### config.mk
export PLATFORM = sky130hd
export DESIGN_NAME = kypd_scan_ctrl
export DESIGN_NICKNAME = d
export VERILOG_FILES = /design/src/rtl/kypd_scan_ctrl.sv
export SDC_FILE = /design/constraint.sdc
export NUM_CORES = 1
export LEC_CHECK = 0
export CAP_MARGIN = 10
export CORE_UTILIZATION = 65
export CTS_CLUSTER_SIZE = 8
export DETAILED_ROUTE_END_ITERATION = 16
export GPL_TIMING_DRIVEN = 0
export HOLD_SLACK_MARGIN = 0.15
export PLACE_DENSITY_LB_ADDON = 0.3
export SYNTH_ARGS = -nofsm -noshare
export SYNTH_HDL_FRONTEND = slang
export SYNTH_SLANG_ARGS = --single-unit
### constraint.sdc
create_clock -name clk_100MHz -period 11.8 [get_ports clk_100MHz]
set_clock_uncertainty 0.1 [all_clocks]
set_input_delay 1.18 -clock clk_100MHz [delete_from_list [all_inputs] [get_ports clk_100MHz]]
set_output_delay 1.18 -clock clk_100MHz [all_outputs]
set_load 0.02 [all_outputs]
### src/rtl/kypd_scan_ctrl.sv
// kypd_scan_ctrl: column scanner for the Pmod KYPD 4x4 keypad. Drives one
// active-low column at a time, samples synchronised rows, debounces over
// whole scans and reports one key at a time with press/release strobes.
//
// state  | meaning
// IDLE   | scanning off, all columns released
// SETTLE | column k driven, waiting for the row lines to settle
// SAMPLE | column k still driven, synchronised rows OR'd into scan result
// EVAL   | columns released, scan classified and debounced, commit decided
module kypd_scan_ctrl #(
  parameter int SETTLE_CYCLES  = 100000,
  parameter int DEBOUNCE_SCANS = 4
) (
  input  logic       clk_100MHz,
  input  logic       reset,
  input  logic       scan_en,
  input  logic [3:0] rows,
  output logic [3:0] cols,
  output logic [3:0] key_code,
  output logic       key_valid,
  output logic       key_press,
  output logic       key_release,
  output logic       scan_busy
);

  // The settle counter only has to hold SETTLE_CYCLES-1.
  localparam int CNT_W = $clog2(SETTLE_CYCLES);
  localparam int STB_W = $clog2(DEBOUNCE_SCANS + 1);

  localparam logic [CNT_W-1:0] CNT_LOAD = CNT_W'(SETTLE_CYCLES - 1);
  localparam logic [STB_W-1:0] STB_MAX  = STB_W'(DEBOUNCE_SCANS);
  localparam logic [STB_W-1:0] STB_ONE  = STB_W'(1);

  typedef enum logic [1:0] {
    S_IDLE   = 2'd0,
    S_SETTLE = 2'd1,
    S_SAMPLE = 2'd2,
    S_EVAL   = 2'd3
  } state_t;

  typedef enum logic [1:0] {
    R_NONE  = 2'd0,
    R_KEY   = 2'd1,
    R_MULTI = 2'd2
  } res_t;

  state_t           state_q, state_d;
  logic [1:0]       col_q, col_d;
  logic [CNT_W-1:0] cnt_q, cnt_d;

  logic [3:0]       rows_m_q, rows_s_q;

  // acc_q[k] holds the pressed rows seen on column k; bit 3 is the top row.
  logic [3:0][3:0]  acc_q, acc_d;

  res_t             cand_kind_q, cand_kind_d;
  logic [3:0]       cand_code_q, cand_code_d;
  logic [STB_W-1:0] stable_q, stable_d;

  logic [3:0]       code_q, code_d;
  logic             valid_q, valid_d;
  logic             press_q, press_d;
  logic             release_q, release_d;

  res_t             res_kind;
  logic [3:0]       res_code;
  logic [4:0]       key_cnt;
  logic [3:0]       col_any;
  logic [3:0]       row_any;

  function automatic logic [3:0] key_lut(input logic [1:0] r, input logic [1:0] k);
    logic [3:0] c;
    case ({r, k})
      4'b0000: c = 4'h1;
      4'b0001: c = 4'h2;
      4'b0010: c = 4'h3;
      4'b0011: c = 4'hA;
      4'b0100: c = 4'h4;
      4'b0101: c = 4'h5;
      4'b0110: c = 4'h6;
      4'b0111: c = 4'hB;
      4'b1000: c = 4'h7;
      4'b1001: c = 4'h8;
      4'b1010: c = 4'h9;
      4'b1011: c = 4'hC;
      4'b1100: c = 4'h0;
      4'b1101: c = 4'hF;
      4'b1110: c = 4'hE;
      default: c = 4'hD;
    endcase
    return c;
  endfunction

  // Only meaningful for a one-hot input; anything else encodes to 0.
  function automatic logic [1:0] oh_enc(input logic [3:0] oh);
    logic [1:0] p;
    case (oh)
      4'b0010: p = 2'd1;
      4'b0100: p = 2'd2;
      4'b1000: p = 2'd3;
      default: p = 2'd0;
    endcase
    return p;
  endfunction

  // Two-flop synchroniser for the asynchronous row lines (idle high).
  always_ff @(posedge clk_100MHz or posedge reset) begin
    if (reset) begin
      rows_m_q <= 4'b1111;
      rows_s_q <= 4'b1111;
    end else begin
      rows_m_q <= rows;
      rows_s_q <= rows_m_q;
    end
  end

  // FSM state register with column index and settle down-counter.
  always_ff @(posedge clk_100MHz or posedge reset) begin
    if (reset) begin
      state_q <= S_IDLE;
      col_q   <= 2'd0;
      cnt_q   <= '0;
    end else begin
      state_q <= state_d;
      col_q   <= col_d;
      cnt_q   <= cnt_d;
    end
  end

  // Next-state logic; dropping scan_en aborts to IDLE from any state.
  always_comb begin
    state_d = state_q;
    col_d   = col_q;
    cnt_d   = cnt_q;
    case (state_q)
      S_IDLE: begin
        if (scan_en) begin
          state_d = S_SETTLE;
          col_d   = 2'd0;
          cnt_d   = CNT_LOAD;
        end
      end
      S_SETTLE: begin
        if (!scan_en) begin
          state_d = S_IDLE;
        end else if (cnt_q == '0) begin
          state_d = S_SAMPLE;
        end else begin
          cnt_d = cnt_q - 1'b1;
        end
      end
      S_SAMPLE: begin
        if (!scan_en) begin
          state_d = S_IDLE;
        end else if (col_q == 2'd3) begin
          state_d = S_EVAL;
        end else begin
          state_d = S_SETTLE;
          col_d   = col_q + 1'b1;
          cnt_d   = CNT_LOAD;
        end
      end
      default: begin
        if (!scan_en) begin
          state_d = S_IDLE;
        end else begin
          state_d = S_SETTLE;
          col_d   = 2'd0;
          cnt_d   = CNT_LOAD;
        end
      end
    endcase
  end

  // Column drive and busy flag decoded from the current state.
  always_comb begin
    cols      = 4'b1111;
    scan_busy = (state_q != S_IDLE);
    if (state_q == S_SETTLE || state_q == S_SAMPLE) begin
      cols = ~(4'b1000 >> col_q);
    end
  end

  // Scan accumulator: cleared between scans, OR'd with pressed rows on SAMPLE.
  always_comb begin
    acc_d = acc_q;
    if (state_q == S_IDLE || state_q == S_EVAL) begin
      acc_d = '0;
    end else if (state_q == S_SAMPLE && scan_en) begin
      acc_d[col_q] = acc_q[col_q] | ~rows_s_q;
    end
  end

  // Classify the finished scan; a single key is located by its row and column.
  always_comb begin
    key_cnt  = 5'($countones(acc_q));
    col_any  = {|acc_q[3], |acc_q[2], |acc_q[1], |acc_q[0]};
    row_any  = acc_q[0] | acc_q[1] | acc_q[2] | acc_q[3];
    res_kind = R_MULTI;
    res_code = 4'h0;
    if (key_cnt == 5'd0) begin
      res_kind = R_NONE;
    end else if (key_cnt == 5'd1) begin
      res_kind = R_KEY;
      res_code = key_lut(~oh_enc(row_any), oh_enc(col_any));
    end
  end

  // Debounce and commit; outputs change on the cycle after EVAL.
  always_comb begin
    cand_kind_d = cand_kind_q;
    cand_code_d = cand_code_q;
    stable_d    = stable_q;
    code_d      = code_q;
    valid_d     = valid_q;
    press_d     = 1'b0;
    release_d   = 1'b0;
    if (state_q != S_IDLE && !scan_en) begin
      cand_kind_d = R_NONE;
      cand_code_d = 4'h0;
      stable_d    = '0;
    end else if (state_q == S_EVAL) begin
      if (res_kind == cand_kind_q && (res_kind != R_KEY || res_code == cand_code_q)) begin
        if (stable_q != STB_MAX) begin
          stable_d = stable_q + 1'b1;
        end
      end else begin
        cand_kind_d = res_kind;
        cand_code_d = res_code;
        stable_d    = STB_ONE;
      end
      if (stable_d == STB_MAX) begin
        if (cand_kind_d == R_NONE && valid_q) begin
          valid_d   = 1'b0;
          release_d = 1'b1;
        end else if (cand_kind_d == R_KEY && (!valid_q || code_q != cand_code_d)) begin
          release_d = valid_q;
          press_d   = 1'b1;
          valid_d   = 1'b1;
          code_d    = cand_code_d;
        end
      end
    end
  end

  // Scan result, debounce and committed key registers.
  always_ff @(posedge clk_100MHz or posedge reset) begin
    if (reset) begin
      acc_q       <= '0;
      cand_kind_q <= R_NONE;
      cand_code_q <= 4'h0;
      stable_q    <= '0;
      code_q      <= 4'h0;
      valid_q     <= 1'b0;
      press_q     <= 1'b0;
      release_q   <= 1'b0;
    end else begin
      acc_q       <= acc_d;
      cand_kind_q <= cand_kind_d;
      cand_code_q <= cand_code_d;
      stable_q    <= stable_d;
      code_q      <= code_d;
      valid_q     <= valid_d;
      press_q     <= press_d;
      release_q   <= release_d;
    end
  end

  assign key_code    = code_q;
  assign key_valid   = valid_q;
  assign key_press   = press_q;
  assign key_release = release_q;

endmodule
==> results of run 1 <==
-- synthesized netlist by cell type, types with 2 or more instances --
cell,number
mux2_4,5
or3_1,4
and2_1,4
dfrtp_1,53
clkbuf_1,9
nor2b_1,5
ha_1,21
a211oi_1,2
nand3_1,8
nor2_1,30
xnor2_1,13
o211a_1,16
o21ai_1,4
dfstp_2,8
nor4_2,2
and3_1,8
mux4_2,4
a21oi_1,14
nand2_1,47
o22ai_1,6
o21ai_0,10
buf_2,4
inv_1,44
a21o_1,2
mux2i_1,9
xor2_1,5
o21a_1,2
fa_1,10
nand3b_1,3
nor3_1,7
nor4_1,6
or4_1,7
nor3b_1,2
nor4_4,2
o21bai_1,2
nand2b_1,2
-- where the power goes --
part           leakage (nW)  total, mW  switching, mW  internal, mW
combinational          1.35      0.384          0.228         0.157
clock                 0.107      0.203         0.0852         0.118
sequential            0.761      0.254         0.0241         0.230
-- layer usage --
layer / vias to the layer above / part of all wire / global-route usage
met1: 1543 / 0.43 / 0.363
met2: 91 / 0.50 / 0.497
li1: 1460 / - / -
met5: - / 0 / 0
met3: 20 / 0.051 / 0.0523
met4: 0 / 0.019 / 0.127
-- cell usage in the layout, fill, tap and decap left out, types with 3 or more instances in the layout --
master	synthesis	layout
mux4_2	4	4
fa_1	10	10
buf_2	4	4
o22ai_1	6	6
and2_1	4	4
mux2_4	5	5
xor2_1	5	5
or3_1	4	4
mux2i_1	9	9
and3_1	8	8
nand3b_1	3	3
or4_1	7	7
ha_1	21	21
clkdlybuf4s50_1	0	18
inv_1	44	43
dfstp_2	8	8
nor4_1	6	6
clkbuf_1	9	11
nand2_1	47	47
clkbuf_8	0	9
nor2_1	30	30
clkinv_2	0	3
nor2b_1	5	5
xnor2_1	13	13
o21ai_0	10	10
o21ai_1	4	4
dfrtp_1	53	53
a21oi_1	14	14
o211a_1	16	16
nor3_1	7	7
nand3_1	8	8
-- per-stage QoR --
stage	area, µm²	setup WS (ns)	utilization	power (mW)	hold slack (ns)
2_1_floorplan	4010	6.20	-	0.538	0.245
3_3_place_gp	4290	5.95	0.724	0.616	0.246
3_5_place_dp	4310	5.84	0.727	0.631	0.247
4_1_cts	4510	5.84	0.762	0.839	0.257
5_1_grt	4510	5.63	0.762	0.886	0.258
6_report	4510	5.85	0.762	0.842	0.256
-- path summary, 6_finish.rpt --
check	startpoint	to	depth (start not counted)
setup reg to reg	acc_q[5]	key_code[3]	18
setup / recovery	acc_q[5]	key_code[3]	18
hold reg to reg	rows_m_q[3]	rows_s_q[3]	0
min in group asynchronous	reset	acc_q[8]	2
max in group asynchronous	reset	key_code[3]	3
hold / removal	rows_m_q[3]	rows_s_q[3]	0
-- logic make-up (layout without fill, tap and decap cells) --
logic type,after synthesis,after routing,share of synthesized area
and+or+nand+nor,143,143,0.193
AOI/OAI and AO/OA,72,72,0.137
DFF,61,61,0.383
buffers and inverters,58,93,0.0574
adders and majority gates,31,31,0.115
xor gates and xnor gates,19,19,0.0449
muxes,19,19,0.0692
-- flip-flops by register name (all words and copies together), names as in the netlist --
| register | count |
|---|---|
| acc_q | 16 |
| key_valid | 1 |
| key_press | 1 |
| state_q | 2 |
| stable_q | 3 |
| key_release | 1 |
| col_q | 2 |
| rows_s_q | 4 |
| cnt_q | 17 |
| cand_code_q | 4 |
| rows_m_q | 4 |
| key_code | 4 |
| cand_kind_q | 2 |
-- area by class of cell --
class                   instances  area (µm²)
multi-input cells             284        2240
flip-flops and latches         61        1540
fillers                       419        1410
repair buffers                 19         200
inverters                      44         165
clock buffers                  11         131
well taps                      75        93.8
clock inverters                 5        75.1
plain buffers                  14        65.1
==> impl_metrics.ini, run 1 <==
[setup_path]
path_delay_family = adder cells
critPathMaxStageDelay_ns = 0.54
crit_buf_inv = 4
reg2reg_slack_ns = 5.85
crit_type = reg -> reg
slowest_stage = fa_1
critPathLaunchType = flop
cp.arrival_ns = 6.09
endpoint_kind = flop
cp_cell_sequence = inv_1 -> fa_1 -> inv_1 -> fa_1 -> fa_1 -> inv_1 -> fa_1 -> inv_1 -> ha_1 -> fa_1 -> or3_1 -> or4_1 -> a21o_1 -> and3_1 -> or4_4 -> nor3_4 -> a21oi_4 -> mux2_4
cp_max_fo = 6
cp_common_cell = fa_1
cp_data_required_time_ns = 11.93

[sta]
hold_viol = 0
post-route-period-util = 0.504
worst_slew_pin_slew_ns = 0.658
max_freq_ghz = 0.168
fin_tns_setup_ns = 0
relSlewSlack = 0.560
final_max_slew_viol_count = 0
finalSetupViolCount = 0
period_needed_ns = 5.95
rsz0062_at_grt = false

[logic_synthesis]
ys.flop_type = dfrtp_1
yosysTopAreaCell = dfrtp_1
syn_area_mm2 = 0.00401
synth.area.top_cells = dfrtp_1, ha_1, dfstp_2, fa_1, nand2_1
yosysSeqAreaShare = 0.383
synth_fp_nets = 441
synth-seq-cells = 61
synth_edf_count = 0
ys_types = 59
avgSynthCellArea_um2 = 9.95
yosysWarningCount = 0
postSynthCellCount = 403
synth_top_area_share = 0.331
async_flop_share = 1.00

[cells_and_area]
n_antenna_cell = 0
final_cells = 513
nNetsFinal = 471
drive_gt1_frac = 0.114
areaGrowthSynthToFinish_pct = 12.5

[placement]
gpl.final_weighted_congestion = 0.875
dp_cells = 497
dp.final_hpwl_um = 5980
port_buffers = 18

[global_routing]
antenna_found_initial = 0
grt_util_all_layers = 0.292
grt_first_pass_wirelength_um = 14200
overflow = 0
grt_max_degree = 33
first_global_vias = 3103

[cts]
htree_levels = 3
cts_setup_buffers = 0
cts_tree = built
cts_buffer_depth = 2
cts_buffers = 9
clk_latency_ns = 0.35
cts_root_buf = clkbuf_8
ctsHoldBuffers = 0
cts.repair.resized = 0
cts_sinks = 61
clkTransAtPathRegs_ns = 0.07

[die]
die_h_um = 80.6
dieArea_mm2 = 0.00649
dieWidth_um = 80.6
initial_core_util = 0.678
io_pins = 19
design.core.area_mm2 = 0.00592
fp-row-count = 28

[power_and_ir_drop]
power_density_mw_per_mm2 = 187
power.leakage_nw = 2.22
ir_drop_mv = 0.150

[min_path]
hold_class = reg -> reg

[run_status]
status = finished clean

[detailed_routing]
antenna_left = 0
firstDrtPassIters = 4
drc = 0
routed_via_density = 6.07
vias = 3114
wire_per_inst_um = 16.6
wl_um = 8510
drt_iter0_markers = 142

[run]
maxCapViolations = 0
(Power assumes the default switching activity.)
==> run 2: changes to the inputs <==
--- a/config.mk
+++ b/config.mk
@@ -6,7 +6,7 @@
 export NUM_CORES = 1
 export LEC_CHECK = 0
 export CAP_MARGIN = 10
-export CORE_UTILIZATION = 65
+export CORE_UTILIZATION = 55
 export CTS_CLUSTER_SIZE = 8
 export DETAILED_ROUTE_END_ITERATION = 16
 export GPL_TIMING_DRIVEN = 0
==> constraint.sdc (replaced) <==
create_clock -name clk_100MHz -period 4.9 [get_ports clk_100MHz]
set_clock_uncertainty 0.1 [all_clocks]
set_input_delay 0.49 -clock clk_100MHz [delete_from_list [all_inputs] [get_ports clk_100MHz]]
set_output_delay 0.49 -clock clk_100MHz [all_outputs]
set_load 0.02 [all_outputs]
==> run 2 against run 1 <==
Net effect:
- the flow now finishes with violations (negative setup slack)
- via count stayed put
- total power increased to 2.6 times the previous value
- register-to-register slack worse by 6.5 ns
- critical path depth shrank 2
- combinational power grew to 2.8 times the previous value
- sequential power up 140%
- die area up 18%
- wire length grew 2.3%
- clock-buffer cell count unchanged
- fmax is 6.4% higher
- core utilization shrank 8.3 points
- critical endpoint unchanged
==> impl_metrics.ini, run 2 (same netlist as run 1, synthesis figures left out) <==
[global_routing]
grt_max_degree = 44
overflow = 0
antenna_found_initial = 0
grt_first_pass_wirelength_um = 14600
grt_util_all_layers = 0.250
first_global_vias = 3113

[sta]
finalSetupViolCount = 14
relSlewSlack = 0.506
worst_slew_pin_slew_ns = 0.738
setup_ws_ns = -0.694
rsz0062_at_grt = true
fin_tns_setup_ns = -5.93
period_needed_ns = 5.59
hold_viol = 0
post-route-period-util = 1.14
final_max_slew_viol_count = 0
timing.hold.ws_ns = 0.256
max_freq_ghz = 0.179

[detailed_routing]
drc = 0
routed_via_density = 5.70
drt_iter0_markers = 155
wire_per_inst_um = 15.9
vias = 3114
wl_um = 8700
firstDrtPassIters = 5
antenna_left = 0

[power_and_ir_drop]
power.leakage_nw = 2.28
p_clk_frac = 0.213
p_int_mw = 1.29
p_seq_frac = 0.285
switching_share = 0.402
ir_drop_mv = 0.229
combPwrFrac = 0.502
power.total_mw = 2.16
switchingPower_mw = 0.867
power_density_mw_per_mm2 = 460

[setup_path]
slowest_stage = fa_1
reg2reg_depth = 16
endpoint_kind = flop
r2r_end = key_code[3]
cp_data_required_time_ns = 5.03
path_delay_family = adder cells
cp_max_fo = 5
crit_type = reg -> reg
critPathMaxStageDelay_ns = 0.53
r2r-start = acc_q[3]
reg2reg_slack_ns = -0.69
cp.arrival_ns = 5.73
crit_buf_inv = 2
critPathLaunchType = flop
cp_cell_sequence = fa_1 -> fa_1 -> fa_1 -> inv_2 -> fa_1 -> inv_1 -> ha_2 -> fa_1 -> or3_4 -> or4_1 -> a21o_1 -> and3_1 -> or4_4 -> nor3_4 -> a21oi_4 -> mux2_4
cp_common_cell = fa_1

[cts]
clk_latency_ns = 0.34
cts_buffer_depth = 2
cts_root_buf = clkbuf_8
ctsHoldBuffers = 0
clkTransAtPathRegs_ns = 0.08
cts_buffers = 9
cts_sinks = 61
cts_tree = built
htree_levels = 3

[min_path]
hold_path_end = rows_s_q[1]
hold_depth = 0
hold_class = reg -> reg
hp-start = rows_m_q[1]

[run_status]
violations = negative setup slack
status = finished, violations left

[cells_and_area]
n_antenna_cell = 0
areaGrowthSynthToFinish_pct = 16.9
layout_commonest_cell = nand2_1
final_cell_mix = nand2_1, dfrtp_1, inv_1
drive_gt1_frac = 0.184
final_core_util = 0.679
largest_reg_flops = 17
nNetsFinal = 483
design_area_mm2 = 0.00469
final_cells = 546
top_regs = cnt_q x17, acc_q x16
regMostFlops = cnt_q

[die]
dieWidth_um = 87.4
initial_core_util = 0.581
die_h_um = 87.4
design.core.area_mm2 = 0.00691
fp-row-count = 30
dieArea_mm2 = 0.00764
io_pins = 19

[placement]
place_ws_ns = -0.952
port_buffers = 18
dp_cells = 518
gpl.final_weighted_congestion = 0.833
dp.final_hpwl_um = 5930
place_area_mm2 = 0.00434

[run]
maxCapViolations = 0
==> run 2: per-layer routing <==
| metal | global-route usage | wire length (µm) | vias up |
|---|---|---|---|
| met5 | 0 | 0 | - |
| met4 | 0.0805 | 110 | 0 |
| met3 | 0.0436 | 337 | 8 |
| met2 | 0.412 | 4280 | 67 |
| met1 | 0.335 | 3970 | 1552 |
| li1 | - | - | 1487 |
==> run 2: layout make-up <==
type                    count  area, µm²
multi-input cells         284       2300
fillers                   554       2220
clock inverters             5       58.8
repair buffers             31        290
inverters                  44        165
clock buffers              11        141
well taps                  96        120
plain buffers              14       68.8
flip-flops and latches     61       1550
==> run 2: timing repair <==
item / in CTS / in global routing
pin swaps: 4 / 4
gates resized for setup: 13 / 7
buffers inserted: 12 / 1
endpoints found under the setup margin: 14 / 14
==> run 2: worst max-delay path by stage <==
stage              start           to  slack, ns  depth (start not counted)
3_3_place_gp    acc_q[5]  key_code[2]      -0.89                         18
6_report        acc_q[3]  key_code[3]      -0.69                         16
2_1_floorplan   acc_q[5]  key_code[2]      -0.61                         18
3_5_place_dp    acc_q[5]  key_code[3]      -0.95                         18
5_1_grt        acc_q[11]  key_code[3]      -0.85                         18
4_1_cts        acc_q[11]  key_code[3]      -0.76                         18
==> run 2: power by group through the flow <==
| stage | Combinational [mW] | Sequential [mW] | Clock, mW |
|---|---|---|---|
| 2_1_floorplan | 0.698 | 0.603 | 0 |
| 3_3_place_gp | 0.881 | 0.617 | 0 |
| 3_5_place_dp | 0.904 | 0.622 | 0 |
| 4_1_cts | 1.04 | 0.613 | 0.466 |
| 5_1_grt | 1.18 | 0.621 | 0.487 |
| 6_report | 1.08 | 0.614 | 0.460 |
